--- src/rtl/universal_reg_pkg.sv ---
// Shared mode encoding for the universal register and its next-state generator.
package universal_reg_pkg;

    localparam int unsigned MODE_W = 3;

    typedef logic [MODE_W-1:0] mode_t;

    localparam mode_t MODE_HOLD = 3'b000;
    localparam mode_t MODE_LOAD = 3'b001;
    localparam mode_t MODE_SHL  = 3'b010;
    localparam mode_t MODE_SHR  = 3'b011;
    localparam mode_t MODE_ROL  = 3'b100;
    localparam mode_t MODE_ROR  = 3'b101;
    localparam mode_t MODE_INC  = 3'b110;
    localparam mode_t MODE_DEC  = 3'b111;

endpackage

--- src/rtl/universal_reg_next.sv ---
// Combinational next-value and flag generator; strobes mark which state each mode updates.
module universal_reg_next
    import universal_reg_pkg::*;
#(
    parameter int unsigned WIDTH = 8
) (
    input  logic [WIDTH-1:0] q,
    input  mode_t            mode,
    input  logic [WIDTH-1:0] d,
    input  logic             sin,
    output logic [WIDTH-1:0] q_nxt,
    output logic             sout_nxt,
    output logic             carry_nxt,
    output logic             q_upd,
    output logic             sout_upd,
    output logic             carry_upd
);

    // One extra bit so the MSB of the result is the carry/borrow.
    logic [WIDTH:0] inc_w;
    logic [WIDTH:0] dec_w;

    assign inc_w = {1'b0, q} + (WIDTH+1)'(1);
    assign dec_w = {1'b0, q} - (WIDTH+1)'(1);

    // Unknown modes fall through to default, which behaves as HOLD.
    always_comb begin
        q_nxt     = q;
        sout_nxt  = 1'b0;
        carry_nxt = 1'b0;
        q_upd     = 1'b0;
        sout_upd  = 1'b0;
        carry_upd = 1'b0;
        case (mode)
            MODE_LOAD: begin
                q_nxt = d;
                q_upd = 1'b1;
            end
            MODE_SHL: begin
                q_nxt    = {q[WIDTH-2:0], sin};
                sout_nxt = q[WIDTH-1];
                q_upd    = 1'b1;
                sout_upd = 1'b1;
            end
            MODE_SHR: begin
                q_nxt    = {sin, q[WIDTH-1:1]};
                sout_nxt = q[0];
                q_upd    = 1'b1;
                sout_upd = 1'b1;
            end
            MODE_ROL: begin
                q_nxt    = {q[WIDTH-2:0], q[WIDTH-1]};
                sout_nxt = q[WIDTH-1];
                q_upd    = 1'b1;
                sout_upd = 1'b1;
            end
            MODE_ROR: begin
                q_nxt    = {q[0], q[WIDTH-1:1]};
                sout_nxt = q[0];
                q_upd    = 1'b1;
                sout_upd = 1'b1;
            end
            MODE_INC: begin
                q_nxt     = inc_w[WIDTH-1:0];
                carry_nxt = inc_w[WIDTH];
                q_upd     = 1'b1;
                carry_upd = 1'b1;
            end
            MODE_DEC: begin
                q_nxt     = dec_w[WIDTH-1:0];
                carry_nxt = dec_w[WIDTH];
                q_upd     = 1'b1;
                carry_upd = 1'b1;
            end
            default: ;
        endcase
    end

endmodule

--- src/rtl/universal_reg.sv ---
// WIDTH-bit edge-triggered universal register: load, shift, rotate, inc/dec with serial out and carry.
module universal_reg
    import universal_reg_pkg::*;
#(
    parameter int unsigned      WIDTH   = 8,
    parameter logic [WIDTH-1:0] RST_VAL = '0
) (
    input  logic             clk,
    input  logic             rst,
    input  logic             en,
    input  mode_t            mode,
    input  logic [WIDTH-1:0] d,
    input  logic             sin,
    output logic [WIDTH-1:0] q,
    output logic             sout,
    output logic             carry
);

    logic [WIDTH-1:0] q_nxt;
    logic             sout_nxt;
    logic             carry_nxt;
    logic             q_upd;
    logic             sout_upd;
    logic             carry_upd;

    universal_reg_next #(
        .WIDTH(WIDTH)
    ) u_next (
        .q        (q),
        .mode     (mode),
        .d        (d),
        .sin      (sin),
        .q_nxt    (q_nxt),
        .sout_nxt (sout_nxt),
        .carry_nxt(carry_nxt),
        .q_upd    (q_upd),
        .sout_upd (sout_upd),
        .carry_upd(carry_upd)
    );

    // rst beats en; en=0 holds everything; each flop updates only on its strobe.
    always_ff @(posedge clk) begin
        if (rst) begin
            q     <= RST_VAL;
            sout  <= 1'b0;
            carry <= 1'b0;
        end else if (en) begin
            if (q_upd)     q     <= q_nxt;
            if (sout_upd)  sout  <= sout_nxt;
            if (carry_upd) carry <= carry_nxt;
        end
    end

endmodule

--- config.mk ---
export PLATFORM = sky130hd
export DESIGN_NAME = universal_reg
export DESIGN_NICKNAME = d
export VERILOG_FILES = /design/src/rtl/universal_reg_pkg.sv /design/src/rtl/universal_reg_next.sv /design/src/rtl/universal_reg.sv
export SDC_FILE = /design/constraint.sdc
export NUM_CORES = 1
export LEC_CHECK = 0
export CAP_MARGIN = 40
export CELL_PAD_IN_SITES_DETAIL_PLACEMENT = 1
export CELL_PAD_IN_SITES_GLOBAL_PLACEMENT = 2
export CORE_MARGIN = 3
export CORE_UTILIZATION = 31
export DETAILED_ROUTE_END_ITERATION = 16
export PLACE_DENSITY = 0.94
export SLEW_MARGIN = 20
export SYNTH_ARGS = -nofsm -noshare
export SYNTH_HDL_FRONTEND = slang
export SYNTH_SLANG_ARGS = --single-unit
--- constraint.sdc ---
create_clock -name clk -period 5.01 [get_ports clk]
set_clock_uncertainty 0.1 [all_clocks]
set_input_delay 0.501 -clock clk [delete_from_list [all_inputs] [get_ports clk]]
set_output_delay 0.501 -clock clk [all_outputs]
set_load 0.01 [all_outputs]
==> results of run 1 <==
## sequential cells by signal (all words and copies together) (netlist names)
register and cells:
q 8, carry 1, sout 1
## power by group through the flow
stage / registers (mW) / clock network, mW / logic (mW)
after global placement: 0.103 / 0 / 0.0980
after floorplan: 0.0951 / 0 / 0.0752
final: 0.103 / 0.111 / 0.104
after detailed placement: 0.104 / 0 / 0.103
after global routing: 0.105 / 0.118 / 0.114
after CTS: 0.102 / 0.113 / 0.103
## area by class of cell
cell class / count / area share [%]
clock buffer: 4 / 3.83
inverter: 4 / 1.05
multi-input combinational: 117 / 57.6
sequential: 10 / 13.9
tap: 46 / 4.01
timing repair buffer: 27 / 19.6
## worst reg2reg max path, delay by kind of cell (launching register included)
kind / cells / cell delay (ns)
adders and majority gates: 1 / 0.25
AOI/OAI and AO/OA: 3 / 0.75
and+or+nand+nor: 1 / 0.19
DFF: 1 / 0.57
## worst paths after layout
kind | endpoint | cells after the start | from | slack, ns
setup reg to reg | q[6]$_SDFFE_PP0P_ | 5 | q[0]$_SDFFE_PP0P_ | 3.01
hold / removal | carry$_SDFFE_PP0P_ | 2 | carry$_SDFFE_PP0P_ | 0.43
hold reg to reg | carry$_SDFFE_PP0P_ | 2 | carry$_SDFFE_PP0P_ | 0.43
setup / recovery | q[0]$_SDFFE_PP0P_ | 6 | mode[2] | 2.67
## cells by family (layout without fill, tap and decap cells)
kind of cell	Yosys count	after routing	synth area share (%)
fa+ha+maj	2	2	2.19
simple gates	56	56	30.2
mux	9	9	8.20
buf+inv	21	35	10.3
flops	10	10	17.5
xor+xnor	3	3	2.30
compound gates	47	47	29.4
## cell usage in the layout (no fill, tap or decap), types with 2 or more instances in the layout
master	count
xor2_1	2
o21a_1	2
nand2_1	8
nand3_1	5
nor3b_1	3
nor3_1	9
nor2_1	5
inv_1	4
o211ai_1	2
a21oi_1	10
nand3b_1	5
ha_1	2
o21ai_0	8
a21o_1	2
a211oi_1	6
clkdlybuf4s50_1	24
nand2b_1	2
nor4_1	2
mux2_2	3
nand4b_1	2
clkbuf_8	4
nor2b_1	3
a311oi_1	2
mux2i_1	6
dfxtp_1	10
and4_1	2
buf_8	2
## routing by layer
layer | track usage (%) | part of all wire, % | vias to the layer above
met5 | 0 | 0 | -
met4 | 9.39 | 1.6 | 0
met3 | 3.54 | 4.1 | 4
met2 | 26.9 | 46 | 29
met1 | 23.9 | 49 | 589
li1 | - | - | 598
==> reports/qor.yml, run 1 <==
status:
  status: "finished clean"
sta:
  setup_ws_ns: 2.67
  worst_hold_slack_ns: 0.434
  fin_setup_tns_ns: 0
  timing.fmax_mhz: 427
  slew_violations: 0
  setup_viol: 0
  slew-limit-headroom_pct: 64.3
  min_period_over_period_pct: 46.8
  hold_viol: 0
  worstMarginPinSlew_ns: 0.534
  rsz0062_at_grt: "false"
  min_period_ns: 2.34
critical_path:
  endpoint_kind: "flip-flop"
  cpMaxStageDelayCell: "clkdlybuf4s50_1"
  crit_path_cell_trace: "clkdlybuf4s50_1 > buf_6 > xor2_1 > a31oi_1 > a211o_1 > a21oi_1"
  critPathMaxStageDelay_ns: 0.80
  startpoint_type: "primary input"
  crit_family: "buffers and inverters"
  critPathBufInv: 2
  crit_required_ns: 5.08
  path_max_fanout: 17
  worst-setup-path-type: "in2reg"
  critical_path_arrival_ns: 2.41
placed_design:
  port-buffer-count: 24
  post-place-cells: 203
  dp_hpwl_um: 2580
  pre_cts_ws_ns: 2.32
  placed_area_um2: 1370
  place_congestion: 0.802
route:
  post_drt_wl_per_cell_um: 17.3
  drcViolationCount: 0
  firstDrtPassIters: 4
  vias: 1220
  wirelength_um: 3600
  drtAntennaViolNets: 0
  drt_iter0_markers: 57
  viasPerCell: 5.87
logic_synthesis:
  netlist_top_cells_count: "a21oi_1 (10), dfxtp_1 (10), nor3_1 (9)"
  synth_nets: 165
  synthCells: 148
  ys_warn_count: 0
  synth_edf_count: 0
  synth_top_area_share_pct: 17.5
  synth_area_um2: 1140
  ys_seq_elements: 10
  yosysSeqAreaShare_pct: 17.5
  ys.flop_type: "dfxtp_1"
  synth_area_leader_cell: "dfxtp_1"
  yosys-top-cells-area: "dfxtp_1 (17%), mux2i_1 (5.2%), a21oi_1 (4.4%), nor3_1 (3.9%), a211oi_1 (3.9%)"
  synth_cell_types: 55
  async_reset_ff_share_pct: 0
  syn_area_per_cell_um2: 7.74
pwr:
  p_total_mw: 0.317
  pwr-share-comb_pct: 32.8
  intPower_mw: 0.210
  power.switching_mw: 0.107
  leakage_nw: 0.506
  power_frac_clock_pct: 34.9
  switching_share_pct: 33.8
  power.density_nw_per_um2: 221
  worst_ir_drop_vdd_mv: 0.124
  sequentialPowerShare_pct: 32.3
cells_and_area:
  area_growth_pct: 25.5
  drive_gt1_share_pct: 9.88
  nFillCells: 418
  layout.nets: 180
  multi_input_area_um2: 827
  regArea_um2: 200
  postLayoutCellArea_um2: 1440
  fin_cells: 208
  utilization_pct: 41.7
  n_antenna_cell: 0
die:
  coreArea_um2: 3440
  rows: 21
  die-area_um2: 4460
  die_y_um: 66.8
  die_x_um: 66.8
  start_util_pct: 33.3
  io-pin-count: 25
clock_network:
  ctsResizeCount: 0
  ctsHoldBuffers: 0
  clock_path_buffers: 2
  cts_root_buffer: "clkbuf_8"
  cts_tree: "built"
  htreeDepth: 1
  cts_sinks: 10
  post-cts-setup-buffer-count: 0
  clk_pin_slew_ns: 0.06
  cts_buffers: 3
  insertion_delay_ns: 0.25
global_route:
  grt_pass1_wl_um: 6070
  antenna_found_initial: 0
  track_usage_pct: 17.9
  first_global_vias: 1239
  grt-ovfl-total: 0
  grt_max_degree: 25
flow_run:
  maxCapViolCount: 0
min_path:
  holdCritPathClass: "reg2reg"
Note: power is estimated with default switching activity, not from simulation.
==> run 2, diff against run 1 <==
--- a/config.mk
+++ b/config.mk
@@ -9,9 +9,9 @@
 export CELL_PAD_IN_SITES_DETAIL_PLACEMENT = 1
 export CELL_PAD_IN_SITES_GLOBAL_PLACEMENT = 2
 export CORE_MARGIN = 3
-export CORE_UTILIZATION = 31
+export CORE_UTILIZATION = 28
 export DETAILED_ROUTE_END_ITERATION = 16
-export PLACE_DENSITY = 0.94
+export PLACE_DENSITY = 0.87
 export SLEW_MARGIN = 20
 export SYNTH_ARGS = -nofsm -noshare
 export SYNTH_HDL_FRONTEND = slang
==> constraint.sdc (replaced) <==
create_clock -name clk -period 2.3 [get_ports clk]
set_clock_uncertainty 0.1 [all_clocks]
set_input_delay 0.23 -clock clk [delete_from_list [all_inputs] [get_ports clk]]
set_output_delay 0.23 -clock clk [all_outputs]
set_load 0.01 [all_outputs]
==> reports/qor.yml, run 2 (same netlist as run 1, synthesis figures left out) <==
status:
  status: "finished clean"
route:
  vias: 1271
  post_drt_wl_per_cell_um: 17.6
  drt_iter0_markers: 62
  wirelength_um: 3790
  viasPerCell: 5.91
  firstDrtPassIters: 4
  drtAntennaViolNets: 0
  drcViolationCount: 0
critical_path:
  cpMaxStageDelayCell: "dfxtp_1"
  crit_path_cell_trace: "inv_1 > ha_1 > or3b_4 > o311a_1 > a2111oi_2 > a211oi_1"
  critical_path_arrival_ns: 2.00
  startpoint_type: "flip-flop"
  worst-setup-path-type: "reg2reg"
  endpoint_kind: "flip-flop"
  critPathBufInv: 1
  crit_family: "compound AO/OA/AOI/OAI gates"
  critPathMaxStageDelay_ns: 0.42
  crit_required_ns: 2.31
  path_max_fanout: 12
cells_and_area:
  nFillCells: 461
  postLayoutCellArea_um2: 1470
  regArea_um2: 200
  area_growth_pct: 28.4
  fin_cells: 215
  regMostFlops: "q"
  final_cell_mix: "clkdlybuf4s50_1 (24), a21oi_1 (10), dfxtp_1 (10)"
  drive_gt1_share_pct: 12.6
  n_antenna_cell: 0
  utilization_pct: 38.7
  largest_register_ffs: 8
  reg_top3: "q (8), carry (1), sout (1)"
  final_common_cell: "clkdlybuf4s50_1"
  layout.nets: 185
  multi_input_area_um2: 827
clock_network:
  insertion_delay_ns: 0.24
  cts_sinks: 10
  htreeDepth: 1
  ctsHoldBuffers: 0
  cts_buffers: 3
  cts_root_buffer: "clkbuf_8"
  clock_path_buffers: 2
  clk_pin_slew_ns: 0.06
  ctsResizeCount: 0
  cts_tree: "built"
  post-cts-setup-buffer-count: 0
global_route:
  first_global_vias: 1275
  antenna_found_initial: 0
  grt-ovfl-total: 0
  grt_max_degree: 27
  track_usage_pct: 16.0
  grt_pass1_wl_um: 6470
die:
  die-area_um2: 4890
  io-pin-count: 25
  die_x_um: 69.9
  die_y_um: 69.9
  rows: 22
  start_util_pct: 30.1
  coreArea_um2: 3800
sta:
  min_period_ns: 1.99
  slew-limit-headroom_pct: 63.1
  min_period_over_period_pct: 86.6
  setup_viol: 0
  worstMarginPinSlew_ns: 0.551
  fin_setup_tns_ns: 0
  rsz0062_at_grt: "false"
  timing.fmax_mhz: 502
  setup_ws_ns: 0.308
  slew_violations: 0
  hold_viol: 0
  worst_hold_slack_ns: 0.420
pwr:
  worst_ir_drop_vdd_mv: 0.181
  leakage_nw: 0.529
  power.density_nw_per_um2: 471
  p_total_mw: 0.693
placed_design:
  placed_area_um2: 1420
  post-place-cells: 211
  pre_cts_ws_ns: 0.143
  dp_hpwl_um: 2820
  place_congestion: 0.887
  port-buffer-count: 24
flow_run:
  maxCapViolCount: 0
min_path:
  holdCritPathClass: "reg2reg"
run 2: cell types whose count changed in the layout (fill, tap and decap cells not counted), sizes merged:
cell / previous run / this run
buf: 3 / 8
run 2: worst min-delay path, stage by stage, from the launching register on:
cell	delay [ns]
dfxtp_1	0.31
a21oi_1	0.11
nor3_1	0.05
run 2: cell type report:
type,count,area share [%]
timing repair buffer,32,21.3
multi-input combinational,117,56.3
tap,48,4.09
inverter,4,1.02
sequential,10,13.6
clock buffer,4,3.74
run 2: per-layer routing:
| metal | vias to the layer above | track usage, % | routed length [um] |
|---|---|---|---|
| met3 | 2 | 3.74 | 180 |
| met2 | 33 | 27.0 | 1830 |
| met1 | 635 | 20.8 | 1760 |
| met5 | - | 0 | 0 |
| met4 | 0 | 2.98 | 18 |
| li1 | 601 | - | - |
run 2: report_power, final:
| group | switching [mW] | leakage [nW] | internal [mW] |
|---|---|---|---|
| Combinational | 0.116 | 0.418 | 0.125 |
| Clock | 0.0811 | 0.0288 | 0.151 |
| Sequential | 0.0321 | 0.0823 | 0.187 |
run 2: path summary, 6_finish.rpt:
path | startpoint | end | slack (ns) | cells after the start
min reg2reg | carry$_SDFFE_PP0P_ | carry$_SDFFE_PP0P_ | 0.42 | 2
max | q[0]$_SDFFE_PP0P_ | q[6]$_SDFFE_PP0P_ | 0.31 | 6
min | carry$_SDFFE_PP0P_ | carry$_SDFFE_PP0P_ | 0.42 | 2
max reg2reg | q[0]$_SDFFE_PP0P_ | q[6]$_SDFFE_PP0P_ | 0.31 | 6
